`config.mk`:
```
export PLATFORM = sky130hd
export DESIGN_NAME = layer6_buf_ctrl
export DESIGN_NICKNAME = d
export VERILOG_FILES = /design/src/rtl/layer6_buf_ctrl.sv
export SDC_FILE = /design/constraint.sdc
export NUM_CORES = 1
export LEC_CHECK = 0
export BUFFER_PORTS_ARGS = -buffer_cell sky130_fd_sc_hd__buf_4
export CAP_MARGIN = 25
export CORE_AREA = 4 4 210 212
export CTS_CLUSTER_DIAMETER = 120
export CTS_CLUSTER_SIZE = 16
export DETAILED_ROUTE_END_ITERATION = 10
export DIE_AREA = 0 0 214 216
export PLACE_DENSITY_LB_ADDON = 0.15
export SYNTH_ARGS = -nofsm -noshare
export SYNTH_HDL_FRONTEND = slang
export SYNTH_SLANG_ARGS = --single-unit
```
`constraint.sdc`:
```
create_clock -name CK -period 13.9 [get_ports CK]
set_input_delay 1.39 -clock CK [delete_from_list [all_inputs] [get_ports CK]]
set_output_delay 1.39 -clock CK [all_outputs]
set_load 0.05 [all_outputs]
```
`src/rtl/layer6_buf_ctrl.sv`:
```
// layer6_buf_ctrl
//   Streaming-FIFO controller for the layer6 dual-port SRAM (2**AW words x DW).
//   Port A is write-only (producer pushes); port B is read-only and prefetches
//   into a 2-entry skid buffer that drives a valid/ready consumer interface.
//   The occupancy counter keeps A and B from ever touching the same word
//   while both ports are active.
//
// Ports
//   CK, RSTN                  clock, synchronous active-low reset
//   clr                       synchronous flush (same effect as reset)
//   in_valid/in_ready/in_data producer side
//   out_valid/out_ready/out_data consumer side (skid head)
//   level                     words held: SRAM + in-flight read + skid
//   sram_A/WEAN/OEA/DIA       SRAM port A (write pointer, active-low WE)
//   sram_B/WEBN/OEB/DOB       SRAM port B (read pointer, read strobe, data)
module layer6_buf_ctrl #(
    parameter int DW = 128,
    parameter int AW = 6
) (
    input  logic          CK,
    input  logic          RSTN,
    input  logic          clr,
    input  logic          in_valid,
    output logic          in_ready,
    input  logic [DW-1:0] in_data,
    output logic          out_valid,
    input  logic          out_ready,
    output logic [DW-1:0] out_data,
    output logic [AW+1:0] level,
    output logic [AW-1:0] sram_A,
    output logic          sram_WEAN,
    output logic          sram_OEA,
    output logic [DW-1:0] sram_DIA,
    output logic [AW-1:0] sram_B,
    output logic          sram_WEBN,
    output logic          sram_OEB,
    input  logic [DW-1:0] sram_DOB
);

    localparam logic [AW:0] DEPTH = AW'(1) << AW;

    logic [AW-1:0] wr_ptr, rd_ptr;
    logic [AW:0]   sram_cnt, sram_cnt_n;
    logic          inflight;
    logic [1:0]    skid_cnt, skid_cnt_n;
    logic          hd;
    logic [DW-1:0] skid_q [2];

    logic          flush, push, pop, issue;
    logic [2:0]    skid_room;

    assign flush = ~RSTN | clr;

    // in_ready depends on registered state only.
    assign in_ready  = (sram_cnt != DEPTH);
    // Writes are suppressed during a flush cycle; the word would be discarded anyway.
    assign push      = in_valid & in_ready & ~flush;
    assign out_valid = (skid_cnt != 2'd0);
    assign pop       = out_valid & out_ready;
    assign out_data  = skid_q[hd];

    // Slots already committed to the skid next cycle. A same-cycle pop frees
    // one slot, which is what lets a read issue every cycle while streaming.
    // pop implies skid_cnt >= 1, so the subtraction cannot underflow.
    assign skid_room = {1'b0, skid_cnt} + {2'b0, inflight} - {2'b0, pop};
    assign issue     = (sram_cnt != '0) & (skid_room < 3'd2) & ~flush;

    assign sram_cnt_n = sram_cnt + (AW+1)'(push) - (AW+1)'(issue);
    assign skid_cnt_n = skid_cnt + {1'b0, inflight} - {1'b0, pop};

    assign sram_A    = wr_ptr;
    assign sram_WEAN = ~push;
    assign sram_OEA  = 1'b0;
    assign sram_DIA  = in_data;
    assign sram_B    = rd_ptr;
    assign sram_WEBN = 1'b1;
    assign sram_OEB  = issue;

    always_ff @(posedge CK) begin
        if (flush) begin
            wr_ptr    <= '0;
            rd_ptr    <= '0;
            sram_cnt  <= '0;
            inflight  <= 1'b0;   // drops any DOB return still on its way
            skid_cnt  <= '0;
            hd        <= 1'b0;
            skid_q[0] <= '0;
            skid_q[1] <= '0;
            level     <= '0;
        end else begin
            if (push)  wr_ptr <= wr_ptr + AW'(1);
            if (issue) rd_ptr <= rd_ptr + AW'(1);
            inflight <= issue;
            sram_cnt <= sram_cnt_n;
            skid_cnt <= skid_cnt_n;
            // A capture only happens with skid_cnt <= 1, so the tail is hd + skid_cnt.
            if (inflight) skid_q[hd ^ skid_cnt[0]] <= sram_DOB;
            if (pop) hd <= ~hd;
            level <= (AW+2)'(sram_cnt_n) + (AW+2)'(skid_cnt_n) + (AW+2)'(issue);
        end
    end

endmodule

```
==> impl_metrics.tcl <==
set metrics [dict create \
    areaGrowthSynthToFinish_pct 17.51 \
    cts.reportedPaths.clkPinSlew_ns 0.07 \
    syn_avg_cell_area_um2 13.68 \
    cp.required_ns 12.51 \
    overflow 0 \
    finalHoldViolations 0 \
    ios 543 \
    wirelength_um 32010 \
    dieArea_mm2 0.04622 \
    slew_headroom_pct 33.01 \
    synth-adder-area-share_pct 1.891 \
    cts_buffers 21 \
    dieHeight_um 216 \
    route.detailed.drc 0 \
    place_hpwl_um 20220 \
    synth-seq-cells 288 \
    die_x_um 214 \
    period_share_pct 35.87 \
    hold_slack_ns 0.5223 \
    grt_pass1_vias 7662 \
    start_util_pct 32.18 \
    place_area_mm2 0.01527 \
    grt_pass1_wl_um 47980 \
    synth-edff-count 256 \
    grt_max_degree 95 \
    postCtsSetupBuffers 0 \
    design_area_mm2 0.01586 \
    synth-simple-area-share_pct 14.22 \
    fmax_ghz 0.2006 \
    end_kind "output pin" \
    vias_per_cell 4.455 \
    hold_path.class "flop to flop" \
    drt_iter0_markers 277 \
    cts_resized 0 \
    fillers 4083 \
    layout_commonest_cell "buf_4" \
    htreeDepth 1 \
    status "finished clean" \
    slew_violations 0 \
    finalSetupTns_ns 0 \
    synthMuxAreaShare_pct 10.83 \
    finalNonFillerCells 1676 \
    worst-path-max-fanout 9 \
    worst_pin_slew_ns 1.005 \
    period_needed_ns 4.985 \
    synth_compound_area_share_pct 0.6211 \
    routedWlPerCell_um 19.10 \
    synth_top_family_by_area "simple AND/OR/NAND/NOR gates" \
    ant_nets 0 \
    netlist_instances 987 \
    cts_num_sinks 288 \
    ir_drop_mv 0.07131 \
    portBuffers 284 \
    rsz0062_at_grt "no" \
    cts_root_buffer "clkbuf_16" \
    grt_usage_pct 13.24 \
    antenna_found_initial 2 \
    p_per_area_mw_per_mm2 135.0 \
    hold_buffers 0 \
    dp.cells 1644 \
    arrival_ns 3.60 \
    synth_area_mm2 0.01350 \
    ys_seq_area_share_pct 61.70 \
    layout-drive-gt1-share_pct 40.18 \
    cts_buffer_depth 3 \
    gp_congestion 0.7144 \
    regArea_mm2 0.008332 \
    final_net_count 1408 \
    async_reset_ff_share_pct 0 \
    yosys_warnings 0 \
    synth_cell_types 36 \
    core_mm2 0.04195 \
    mostFrequentLayoutCells "buf_4, and2_1, edfxtp_1" \
    dr_total_vias 7466 \
    startpoint_type "input port" \
    synth_fp_nets 1266 \
    drv_cap 0 \
    crit_type "input port to output pin" \
    synth_xor_area_share_pct 1.622 \
    cts_tree "built" \
    skew_ns 0.01738 \
    multi_input_area_mm2 0.003984 \
    dr.pass1.iters 4 \
    power.leakage_nw 6.629 \
    clock_latency_ns 0.53 \
    synthFlopType "edfxtp_1" \
    setup_viol 0 \
    rows 75 \
    finalPower_w 0.002142 \
]
## critical path, stage by stage
cell and delay, ns:
buf_4 0.10, and2_1 0.15, ha_1 0.27, inv_1 0.04, ha_1 0.18, fa_1 0.55, nor4_4 0.60, buf_4 0.30
## registers in the layout, summed over array words and instances (netlist names), named ones only
signal / flops
hd: 1
skid_q: 256
level: 8
sram_A: 6
sram_B: 6
sram_cnt: 7
inflight: 1
skid_cnt: 2
## path summary, 6_finish.rpt
| kind | start | endpoint | slack, ns | depth (start not counted) |
|---|---|---|---|---|
| worst max register to register | skid_cnt[1] | level[6] | 9.35 | 18 |
| worst max-delay path | out_ready | sram_OEB | 8.91 | 8 |
| worst min-delay path | sram_B[5] | sram_B[5] | 0.52 | 2 |
| worst min register to register | sram_B[5] | sram_B[5] | 0.52 | 2 |
## cells in the mapped netlist (3+ instances only)
cell | instances | area (µm²)
and2_1 | 258 | 1614
nor2_1 | 33 | 123.9
nor2b_1 | 3 | 18.77
clkbuf_1 | 38 | 142.6
buf_2 | 6 | 30.03
nand2_1 | 8 | 30.03
buf_4 | 130 | 975.9
ha_1 | 14 | 175.2
xor2_1 | 13 | 113.9
xnor2_1 | 12 | 105.1
edfxtp_1 | 256 | 7687
mux2_2 | 128 | 1441
fa_1 | 4 | 80.08
nand4_1 | 5 | 31.28
dfxtp_1 | 32 | 640.6
inv_1 | 17 | 63.81
buf_1 | 3 | 11.26
## power by group
group          switching [W]  leakage (nW)  internal (W)  total (W)
clock               0.000293         0.272      0.000277   0.000570
combinational       0.000348          3.24      0.000197   0.000544
sequential         0.0000199          3.11       0.00101    0.00103
## area by class of cell
type / count / share of cell area [%]
Multi-Input combinational cell: 505 / 25.12
Clock buffer: 28 / 3.479
Sequential cell: 288 / 52.53
Timing Repair Buffer: 296 / 14.14
Tap cell: 539 / 4.252
Antenna cell: 2 / 0.03155
Inverter: 17 / 0.4023
Clock inverter: 1 / 0.05522
## cells by family (layout without fill, tap and decap cells)
kind of cell	Yosys count	in the layout
buffers and inverters	194	342
flip-flops	288	288
XOR/XNOR	25	25
AND/OR/NAND/NOR	318	318
adder cells (fa/ha/maj)	18	18
other	2	4
AO/OA/AOI/OAI	12	12
multiplexers	130	130
## layer usage
metal  routed length [µm]  part of all wire (%)  GRT usage [%]
met2                14860                    46          21.01
met1                13570                    42          16.80
met4                  891                   2.8          4.344
met5                    7                 0.022         0.6250
met3                 2686                   8.4          4.909
## metrics by stage
stage / utilization [%] / worst slack, ns
detailed placement: 36.40 / 8.446
floorplan: - / 2.456
CTS: 37.74 / 8.894
global route: 37.81 / 8.677
global placement: 36.40 / 8.462
finish: 37.81 / 8.915
Power figures use the tool's default switching activity.
